==> src/rtl/lane_p2s_serializer.sv <==
// Per-lane parallel-to-serial stage: one byte every 8 clk_32f cycles, shifted out MSB-first,
// preceded by a burst of COM training symbols after every reset.
module lane_p2s_serializer #(
    parameter logic [7:0]  IDLE_SYM   = 8'hBC,
    parameter int unsigned SYNC_COUNT = 4
) (
    input  logic       clk_32f,
    input  logic       reset,
    input  logic [7:0] data_in,
    input  logic       valid_in,
    output logic       byte_req,
    output logic       data_out,
    output logic       valid_out,
    output logic       synced
);

    localparam int unsigned BYTE_W = 8;
    localparam int unsigned CNT_W  = 3;
    localparam int unsigned SC_W   = (SYNC_COUNT > 1) ? $clog2(SYNC_COUNT + 1) : 1;

    localparam logic [0:0] ST_SYNC   = 1'b0;
    localparam logic [0:0] ST_ACTIVE = 1'b1;

    logic [CNT_W-1:0]  bit_cnt_q,  bit_cnt_d;
    logic [BYTE_W-1:0] shreg_q,    shreg_d;
    logic              vflag_q,    vflag_d;
    logic [SC_W-1:0]   sync_cnt_q, sync_cnt_d;
    logic [0:0]        state_q,    state_d;

    logic              load_c;
    logic [BYTE_W-1:0] sym_c;
    logic              dflag_c;

    // A load edge is the one where the bit counter wraps back to zero.
    assign load_c   = (bit_cnt_q == CNT_W'(0));
    assign byte_req = load_c && !reset;

    assign data_out  = shreg_q[BYTE_W-1];
    assign valid_out = vflag_q;
    assign synced    = (state_q == ST_ACTIVE);

    // State register.
    always_ff @(posedge clk_32f) begin
        if (reset) begin
            bit_cnt_q  <= '0;
            shreg_q    <= '0;
            vflag_q    <= 1'b0;
            sync_cnt_q <= '0;
            state_q    <= ST_SYNC;
        end else begin
            bit_cnt_q  <= bit_cnt_d;
            shreg_q    <= shreg_d;
            vflag_q    <= vflag_d;
            sync_cnt_q <= sync_cnt_d;
            state_q    <= state_d;
        end
    end

    // Symbol select, shift/load and training FSM.
    always_comb begin
        bit_cnt_d  = bit_cnt_q + CNT_W'(1);
        shreg_d    = {shreg_q[BYTE_W-2:0], 1'b0};
        vflag_d    = vflag_q;
        sync_cnt_d = sync_cnt_q;
        state_d    = state_q;
        sym_c      = IDLE_SYM;
        dflag_c    = 1'b0;

        if ((state_q == ST_ACTIVE) && valid_in) begin
            sym_c   = data_in;
            dflag_c = 1'b1;
        end

        if (load_c) begin
            shreg_d = sym_c;
            vflag_d = dflag_c;
            // Leaving SYNC only after the last COM is loaded gives exactly SYNC_COUNT COMs.
            if (state_q == ST_SYNC) begin
                if (sync_cnt_q != SC_W'(SYNC_COUNT)) begin
                    sync_cnt_d = sync_cnt_q + SC_W'(1);
                end
                if (sync_cnt_q == SC_W'(SYNC_COUNT - 1)) begin
                    state_d = ST_ACTIVE;
                end
            end
        end
    end

endmodule

==> config.mk <==
export PLATFORM = sky130hd
export DESIGN_NAME = lane_p2s_serializer
export DESIGN_NICKNAME = d
export VERILOG_FILES = /design/src/rtl/lane_p2s_serializer.sv
export SDC_FILE = /design/constraint.sdc
export NUM_CORES = 1
export LEC_CHECK = 0
export CELL_PAD_IN_SITES_DETAIL_PLACEMENT = 1
export CELL_PAD_IN_SITES_GLOBAL_PLACEMENT = 1
export CORE_ASPECT_RATIO = 1.25
export CORE_MARGIN = 5
export CORE_UTILIZATION = 35
export CTS_CLUSTER_DIAMETER = 80
export DETAILED_ROUTE_END_ITERATION = 7
export PLACE_DENSITY = 0.8
export SLEW_MARGIN = 20
export SYNTH_ARGS = -nofsm -noshare
export SYNTH_HDL_FRONTEND = slang
export SYNTH_SLANG_ARGS = --single-unit
==> constraint.sdc <==
create_clock -name clk_32f -period 1.85 [get_ports clk_32f]
set_input_delay 0.37 -clock clk_32f [delete_from_list [all_inputs] [get_ports clk_32f]]
set_output_delay 0.37 -clock clk_32f [all_outputs]
set_load 0.005 [all_outputs]
Word-level counts from Yosys, hierarchy flattened
Cells that the tools add are included.
{"block": "totals", "regBits": 16, "latchBits": 0, "ram_bits": 0, "mem_bits_ro": 0, "in_bits": 11, "out_inout_bits": 4, "mem_count": 0}
{"block": "classes", "add_sub_neg": 2, "mul": 0, "n_div": 0, "order_cmp": 0, "n_eq_ne": 2, "shifts": 0, "muxes": 5, "bitwise": 3, "reduce_logical": 6}
{"operator": "2-to-1 mux 8 bit", "n": 2}
{"operator": "adder 3 x 1 -> 3 bit, second input constant", "n": 2}
{"operator": "equality test 3 x 2 -> 1 bit, second input constant", "n": 1}
{"operator": "zero test 3 bit", "n": 1}
{"operator": "2-to-1 mux 1 bit", "n": 3}
{"operator": "inequality test 3 bit, second input constant", "n": 1}
{"operator": "NOT 1 bit", "n": 3}
{"operator": "AND reduction 3 bit", "n": 1}
{"operator": "OR reduction 3 bit", "n": 1}
{"operator": "logical AND 1 bit", "n": 2}
{"operator": "zero test 1 bit", "n": 1}

Logic depth before layout (Yosys ltp)
{"block": "depth", "word_depth": 3, "depth_mapped": 6, "depth_no_buf": 5}

Worst setup path after synthesis
Ideal clock, no wire load.
{"block": "synth_path", "path_kind": "reg2reg", "start": "register bit_cnt_q[0]", "end": "register sync_cnt_q[0]", "setup_time_ns": 0.121, "arrival_time_ns": 1.225, "required_time_ns": 1.729, "slack_ns": 0.504, "path_stages_with_launch": 6, "period_less_slack_ns": 1.346, "cell_sequence": "dfxtp_1 > inv_1 > ha_1 > nand2b_4 > a211oi_4 > mux2_4"}
{"block": "synth_between", "elab_chain_len": 2}
{"element": "start, declared", "line_no": "24", "rtl": "logic [CNT_W-1:0] bit_cnt_q, bit_cnt_d;"}
{"element": "start signal, assigned", "line_no": "51", "rtl": "bit_cnt_q <= bit_cnt_d;"}
{"element": "zero test 3 bit", "line_no": "35", "rtl": "assign load_c = (bit_cnt_q == CNT_W'(0));"}
{"element": "AND reduction 3 bit (no source line)"}
{"element": "end signal, assigned", "line_no": "54", "rtl": "sync_cnt_q <= sync_cnt_d;"}
{"element": "end, declared", "line_no": "27", "rtl": "logic [SC_W-1:0] sync_cnt_q, sync_cnt_d;"}
Every way passes these cells.
A chain may end at the register's enable or synchronous reset.

Worst setup path after layout
{"block": "layout_path", "start": "register bit_cnt_q[0]", "end": "output port byte_req"}
{"block": "layout_between", "elab_chain_len": 2}
{"element": "zero test 3 bit", "line_no": "35"}
{"element": "logical AND 1 bit", "line_no": "36", "rtl": "assign byte_req = load_c && !reset;"}
{"element": "end, declared", "line_no": "11", "rtl": "output logic byte_req,"}
Every way passes these cells.

==> run_results.csv <==
group,metric,value,unit
power_and_ir_drop,pwr-share-clk,0.236,
yosys,async_reset_ff_frac,0,
yosys,ys_seq_area_frac,0.488,
cts,clk_pin_slew,0.09,ns
power_and_ir_drop,p_sw_frac,0.270,
critical_path,worstSetupEndpointType,"output port",
yosys,synth_top_area_cell,"dfxtp_1",
grt,gr-total-overflow,0,
final_layout,nNetsFinal,102,
yosys,synth_nets,83,
final_layout,drive_above_1_share,0.131,
yosys,syn_inst,67,
floorplanning,dieWidth,48.8,um
cts,clock-sinks,16,
cts,h-tree-depth,1,
floorplanning,die_h,58.4,um
timing,drv_slew,0,
yosys,synth.cell_area,657,um2
yosys,synth.top_cell.area_share,0.488,
yosys,synthAdderAreaFrac,0.0952,
yosys,ys_ff_latch,16,
critical_path,slowest_stage,"dfxtp_1",
timing,fin_setup_tns,0,ns
floorplanning,dieArea,2850,um2
yosys,synth_top_family_by_area,"simple AND/OR/NAND/NOR gates",
yosys,yosysMostFrequentCell,"dfxtp_1",
cts,cts.path.max_buffers,2,
grt,grt_pass1_wl,2620,um
critical_path,cp_cell_sequence,"inv_1 -> ha_2 -> nand2b_4 -> nor2_2 -> dlygate4sd2_1",
timing,timing.fmax,0.589,GHz
power_and_ir_drop,power_frac_comb,0.237,
power_and_ir_drop,power_density,881,nW/um2
outcome,outcome,"finished, final reports clean",
timing,fin_worst_skew,0.00200,ns
floorplanning,start_util,0.368,
floorplanning,ios,15,
critical_path,cp.arrival,1.33,ns
floorplanning,placeableCoreArea,1790,um2
power_and_ir_drop,peakVddDrop,0.000367,V
critical_path,cp-start-kind,"flip-flop",
yosys,synth-edff-count,0,
power_and_ir_drop,power.total,0.000755,W
grt,grt_start_max_net_pins,18,
routing,drt-vias-per-instance,5.07,
yosys,syn_area_per_cell,9.80,um2
final_layout,final_area,857,um2
critical_path,max_stage_delay,0.33,ns
critical_path,startpoint,"bit_cnt_q[0]",
placement,postPlaceCellArea,831,um2
hold_path,worstHoldStart,"shreg_q[0]",
timing,min_period_over_period,0.918,
routing,wirelength,1450,um
power_and_ir_drop,p_sw,0.000204,W
timing,period_minus_slack,1.70,ns
yosys,yosys_most_used_dff,"dfxtp_1",
yosys,ys_top_cells_by_area,"dfxtp_1, ha_1, nor2_1, o22ai_1, a211oi_4",
routing,drc,0,
final_layout,area_delta_synth_final,30.5,%
routing,num_vias,522,
routing,antenna_left,0,
placement,dp_hpwl,1080,um
job,cap_violations,0,
yosys,ys_types,22,
yosys,synth_xor_xnor_area_share,0.0133,
routing,wl_per_cell,14.0,um
critical_path,rr_startpoint,"bit_cnt_q[0]",
final_layout,fillers,201,
yosys,yosys-top-cells-count,"dfxtp_1, nor2_1, ha_1, inv_1, o22ai_1",
placement,globalplace.congestion,0.691,
cts,clock-root-buffer,"clkbuf_4",
hold_path,hp-class,"flip-flop to flip-flop",
cts,cts_tree,"done",
power_and_ir_drop,leakagePower,0.343,nW
final_layout,n_antenna_cell,0,
power_and_ir_drop,pwr-share-seq,0.527,
yosys,muxShareOfSynthArea,0.0381,
yosys,yosys_warnings,0,
timing,rsz0062_at_grt,"false",
power_and_ir_drop,internal_power,0.000551,W
critical_path,crit_required,1.48,ns
timing,hold_viol,0,
routing,dr.pass1.iters,2,
grt,antenna_found_initial,0,
routing,drt_iter0_drc,2,
critical_path,crit_type,"flip-flop to output port",
critical_path,path_max_fanout,3,
timing,holdWs,0.446,ns
timing,max_slew_margin,0.787,
cts,cts_buffers,3,
placement,portBuffers,14,
timing,finalSetupViolCount,0,
yosys,yosys.area_share.simple,0.187,
grt,grt_use_total,0.118,
floorplanning,rows,17,
yosys,synth_compound_area_frac,0.131,
timing,worst_slew_pin_slew,0.317,ns
cts,insertion_delay,0.28,ns
grt,grt_pass1_vias,582,
==> area by class of cell <==
type / count / area, um2 / area share
tap: 19 / 23.8 / 0.0277
sequential: 16 / 320 / 0.374
inverter: 5 / 18.8 / 0.0219
timing repair buffer: 17 / 161 / 0.188
multi-input combinational: 43 / 310 / 0.362
clock buffer: 3 / 22.5 / 0.0263
==> final timing paths <==
check	end	slack, ns	cells past startpoint
worst min register to register	shreg_q[1]	0.45	2
worst min-delay path	shreg_q[1]	0.45	2
worst max-delay path	byte_req	0.15	5
worst max register to register	sync_cnt_q[0]	0.31	6
==> registers in the layout, summed over array words and instances (netlist names) <==
| name | count |
|---|---|
| bit_cnt_q | 3 |
| valid_out | 1 |
| shreg_q | 8 |
| synced | 1 |
| sync_cnt_q | 3 |
==> power by group through the flow <==
stage,sequential [W],clock (W),combinational [W]
detailed placement,0.000406,0,0.000179
global placement,0.000404,0,0.000172
floorplan,0.000403,0,0.000118
global route,0.000404,0.000204,0.000200
CTS,0.000398,0.000189,0.000181
finish,0.000398,0.000178,0.000179
==> metrics by stage <==
| stage | std cells | util | setup slack [ns] |
|---|---|---|---|
| 6_report | 103 | 0.480 | 0.151 |
| 5_1_grt | 103 | 0.480 | 0.0528 |
| 4_1_cts | 103 | 0.480 | 0.158 |
| 3_5_place_dp | 100 | 0.465 | -0.0470 |
| 3_3_place_gp | 100 | 0.465 | -0.00676 |
| 2_1_floorplan | 67 | - | 0.504 |
==> cell usage in the layout, fill, tap and decap left out <==
cell,Yosys,final
clkbuf_4,0,3
o21a_1,1,1
a211oi_4,1,1
clkdlybuf4s50_1,0,13
a211oi_1,1,1
nand2_1,3,3
and4_1,1,1
nand2b_4,1,1
nand2b_1,2,2
nand4b_1,1,1
dlygate4sd2_1,0,1
and2b_1,1,1
inv_1,5,5
dfxtp_1,16,16
nor2b_1,1,1
ha_2,0,1
mux2_4,1,1
nor2_1,11,10
a21oi_1,4,4
mux2i_1,1,1
o22ai_1,5,5
xnor2_1,1,1
buf_4,0,3
ha_1,5,4
nand4_1,2,2
nor2_2,0,1
==> worst max-delay path, delay by kind of cell, from the launching register on <==
kind / cells / cell delay (ns)
flip-flops: 1 / 0.33
buffers and inverters: 2 / 0.32
adder cells (fa/ha/maj): 1 / 0.21
AND/OR/NAND/NOR: 2 / 0.18
==> layer usage <==
layer  wire length, um  global-route usage  vias to the layer above
li1                  -                   -                      259
met1               611               0.135                      243
met2               714               0.196                       16
met3                94              0.0329                        4
met4                25              0.0692                        0
met5                 0                   0                        -
==> cells by family (layout without fill, tap and decap cells) <==
logic type / after synthesis / in the layout
fa+ha+maj: 5 / 5
compound gates: 12 / 12
xor+xnor: 1 / 1
flops: 16 / 16
mux: 2 / 2
simple gates: 23 / 23
buf+inv: 8 / 25
==> repair_timing <==
item                                    in CTS  in global routing
hold buffers                                 0                  0
gates resized for setup                      3                  0
endpoints found under the setup margin       1                  0
buffers inserted                             0                  0
(Power assumes the default switching activity.)
==> edit 1: new RTL, config.mk and constraints unchanged <==
Register the inputs `data_in` and `valid_in` before use, without a reset. The logic sees them one clock later.
--- a/src/rtl/lane_p2s_serializer.sv
+++ b/src/rtl/lane_p2s_serializer.sv
@@ -22,2 +22,10 @@
     localparam logic [0:0] ST_ACTIVE = 1'b1;
+
+    logic [7:0] data_q;
+    logic valid_q;
+
+    always_ff @(posedge clk_32f) begin
+        data_q  <= data_in;
+        valid_q <= valid_in;
+    end
 
@@ -68,4 +76,4 @@
 
-        if ((state_q == ST_ACTIVE) && valid_in) begin
-            sym_c   = data_in;
+        if ((state_q == ST_ACTIVE) && valid_q) begin
+            sym_c   = data_q;
             dflag_c = 1'b1;
Function: same outputs for any inputs over 10 cycles, from zero or initial values and one cycle with reset high; that may be too few to reach the edited logic, so the function may still have changed.
==> edit 1 against the original RTL <==
  * Total power grew 34%
  * Wire length grew 12%
  * Synthesized area grew 27%
  * Worst setup slack lost 0.057 ns
  * Combinational power shrank 6%
  * Clock power grew 34%
  * First-iteration DRC count grew to 3.0 times the old value
  * Critical endpoint unchanged
  * Final cell count grew 19%
  * Sequential cell count grew 9
  * Highest routed layer unchanged
  * Synthesized cell count grew 13%
  * Final area grew 22%
  * Sequential power grew 53%
  * Global-route usage shrank 0.90 points
==> edit 1: results (changes against the original RTL) <==
| Metric | Value |
|---|---|
| Clk_skew | `0.0139 ns (was 0.00200 ns)` |
| Mean area per synthesized cell | `11.0 um^2 (was 9.80 um^2)` |
| Vias per inst | `4.63 (was 5.07)` |
| Worst hold slack | `0.453 ns (was 0.446 ns)` |
| Worst Path Arrival | `1.39 ns (was 1.33 ns)` |
| FF-to-FF path depth | `5 (was 6)` |
| Register area share after synthesis | `59.8% (was 48.8%)` |
| CP Max Fanout | `6 (was 3)` |
| Max VDD drop | `0.589 mV (was 0.367 mV)` |
| Synth Register Bits | `25 (was 16)` |
| Status | `finished, final reports clean (unchanged)` |
| First-pass GRT wire length | `2800 um (was 2620 um)` |
| Met2 wire length | `829 um (was 714 um)` |
| Post-Synth Adder-Cell Area | `7.47% (was 9.52%)` |
| Most common library cells after synthesis | `dfxtp_1, nor2_1, ha_1, inv_1, o22ai_1 (unchanged)` |
| Vias in the first global route | `652 (was 582)` |
| GRT met3 Usage | `3.21% (was 3.29%)` |
| Starting DRT DRC Count | `6 (was 2)` |
| Synth unique cells | `22 (unchanged)` |
| Slew Limit Headroom | `79.7% (was 78.7%)` |
| Core Region | `2230 um^2 (was 1790 um^2)` |
| Met3 wire length | `73 um (was 94 um)` |
| NonClk Buf Share | `14.0% (was 18.8%)` |
| Synth Area in Compound Gates | `10.3% (was 13.1%)` |
| Multiplexer area fraction after synthesis | `2.99% (was 3.81%)` |
| DPL Wire Length | `1220 um (was 1080 um)` |
| Gp weighted congestion | `0.695 (was 0.691)` |
| XOR/XNOR Fraction of Synth Area | `1.05% (was 1.33%)` |
| Fin util | `46.7% (was 48.0%)` |
| Gr usage total | `10.9% (was 11.8%)` |
| Hold Path Depth | `1 (was 2)` |
| Metal-1 WL | `696 um (was 611 um)` |
| Non-filler cells, final | `123 (was 103)` |
| R2r endpoint | `sync_cnt_q[0] (unchanged)` |
| Largest regs | `data_q (8), shreg_q (8) (was shreg_q (8), bit_cnt_q (3), sync_cnt_q (3))` |
| Worst Hold Endpoint | `bit_cnt_q[0] (was shreg_q[1])` |
| Worst-Skew Late Latency | `0.32 ns (was 0.28 ns)` |
| Flop-to-flop setup slack | `0.43 ns (was 0.31 ns)` |
| Root Buffer | `clkbuf_4 (unchanged)` |
| Synth top area cells | `dfxtp_1, ha_1, nor2_1, o22ai_1, a211oi_4 (unchanged)` |
| Filler cells | `269 (was 201)` |
| Pre-CTS setup slack | `-0.0379 ns (was -0.0470 ns)` |
| DR WL/cell | `13.1 um (was 14.0 um)` |
| Hold Startpoint | `bit_cnt_q[0] (was shreg_q[0])` |
| Grt met1 use | `11.2% (was 13.5%)` |
| Pleak | `0.000413 uW (was 0.000343 uW)` |
| DP Area | `1010 um^2 (was 831 um^2)` |
| Multi-input gate share of total cell area | `29.7% (was 36.2%)` |
## edit 1: cell types whose count changed after synthesis, sizes merged
cell,delta
dfxtp,+9
## edit 1: power breakdown
part / internal, uW / total (uW) / switching [uW]
clock network: 80.8 / 238 / 157
logic: 92.0 / 169 / 77.4
registers: 583 / 608 / 24.6
## edit 1: how the worst max path moves through the flow
stage | from | to | slack [ns] | depth (start not counted)
6_report | bit_cnt_q[0] | byte_req | 0.09 | 5
5_1_grt | bit_cnt_q[0] | byte_req | 0.01 | 5
4_1_cts | synced | synced | 0.04 | 1
3_5_place_dp | reset | byte_req | -0.04 | 3
3_3_place_gp | reset | byte_req | -0.03 | 3
2_1_floorplan | bit_cnt_q[0] | sync_cnt_q[0] | 0.50 | 5
## edit 1: worst max-delay path: cells and delay by family (launching register included)
kind	cells	cell delay [ns]
fa+ha+maj	1	0.21
simple gates	2	0.21
flops	1	0.34
buf+inv	2	0.31
==> edit 2: new RTL, same flow settings <==
Made on the original files. The parameter `SYNC_COUNT` goes from 4 to 2.
--- a/src/rtl/lane_p2s_serializer.sv
+++ b/src/rtl/lane_p2s_serializer.sv
@@ -4,3 +4,3 @@
     parameter logic [7:0]  IDLE_SYM   = 8'hBC,
-    parameter int unsigned SYNC_COUNT = 4
+    parameter int unsigned SYNC_COUNT = 2
 ) (
Formal check against the unedited RTL: not equivalent (a bounded check fails within 10 cycles, from zero or initial values and one cycle with reset high).
==> edit 2 against the original RTL <==
  * Sequential cell count decreased by 1
  * Count of clock-buffer cells in the layout increased by 1
  * Synthesized area decreased by 12%
  * Highest routed layer unchanged
  * Final area decreased by 8.0%
  * Largest power group unchanged
  * Total power increased by 3.9%
  * Worst setup slack got worse by 0.041 ns
  * Wire length decreased by 13%
  * Die area decreased by 10%
==> edit 2: results (changes against the original RTL) <==
| Metric | Value |
|---|---|
| Status | `finished, final reports clean (unchanged)` |
| Max VDD drop | `0.577 mV (was 0.367 mV)` |
| Reg2reg start | `sync_cnt_q[0] (was bit_cnt_q[0])` |
| Pleak | `0.000318 uW (was 0.000343 uW)` |
| DPL Wire Length | `942 um (was 1080 um)` |
| Layout cells sized above 1 | `12.7% (was 13.1%)` |
| Multiplexer area fraction after synthesis | `0% (was 3.81%)` |
| Slew Limit Headroom | `78.8% (was 78.7%)` |
| Crit path max-delay family | `buffers and inverters (was flip-flops)` |
| Die area | `2560 um^2 (was 2850 um^2)` |
| Starting DRT DRC Count | `3 (was 2)` |
| Gr usage total | `11.6% (was 11.8%)` |
| Last element of the critical path | `synced (was byte_req)` |
| Non-clock buffers | `18 (was 17)` |
| Vias in the first global route | `522 (was 582)` |
| Metal-1 WL | `510 um (was 611 um)` |
| Grt met1 use | `13.8% (was 13.5%)` |
| Post_cts resized | `2 (was 3)` |
| NonClk Buf Share | `21.4% (was 18.8%)` |
| R2r endpoint | `sync_cnt_q[1] (was sync_cnt_q[0])` |
| Synth unique cells | `17 (was 22)` |
| DP Area | `753 um^2 (was 831 um^2)` |
| CP Max Fanout | `7 (was 3)` |
| CP peak stage delay | `0.57 ns (was 0.33 ns)` |
| Met3 wire length | `82 um (was 94 um)` |
| Largest regs | `shreg_q (8), bit_cnt_q (3), sync_cnt_q (2) (was shreg_q (8), bit_cnt_q (3), sync_cnt_q (3))` |
| Sw Pwr | `221 uW (was 204 uW)` |
| First-pass GRT wire length | `2140 um (was 2620 um)` |
| Synth top area cells | `dfxtp_1, ha_1, nor2_1, o22ai_1, nor4b_4 (was dfxtp_1, ha_1, nor2_1, o22ai_1, a211oi_4)` |
| Synth Area in Compound Gates | `10.2% (was 13.1%)` |
| Final-layout clock buffer total | `4 (was 3)` |
-- edit 2: worst min-delay path by stage --
stage                       startpoint            to  slack, ns  cells past startpoint
final                       shreg_q[5]    shreg_q[6]       0.44                      2
after floorplan             shreg_q[0]    shreg_q[1]       0.41                      2
after CTS                   shreg_q[5]    shreg_q[6]       0.45                      2
after global placement    bit_cnt_q[0]  bit_cnt_q[0]       0.43                      1
after detailed placement    shreg_q[0]    shreg_q[1]       0.44                      2
after global routing        shreg_q[5]    shreg_q[6]       0.46                      2
-- edit 2: power groups by stage --
stage / Sequential (uW) / Clock (uW) / Combinational (uW)
6_report: 398 / 185 / 201
5_1_grt: 405 / 208 / 230
4_1_cts: 399 / 196 / 207
3_5_place_dp: 407 / 0 / 200
3_3_place_gp: 405 / 0 / 190
2_1_floorplan: 401 / 0 / 123
-- edit 2: worst reg2reg max path, stage by stage, from the launching register on --
cell	delay, ns
dfxtp_1	0.37
inv_1	0.06
ha_1	0.22
nor4b_4	0.27
nor2_1	0.07
a211oi_1	0.21
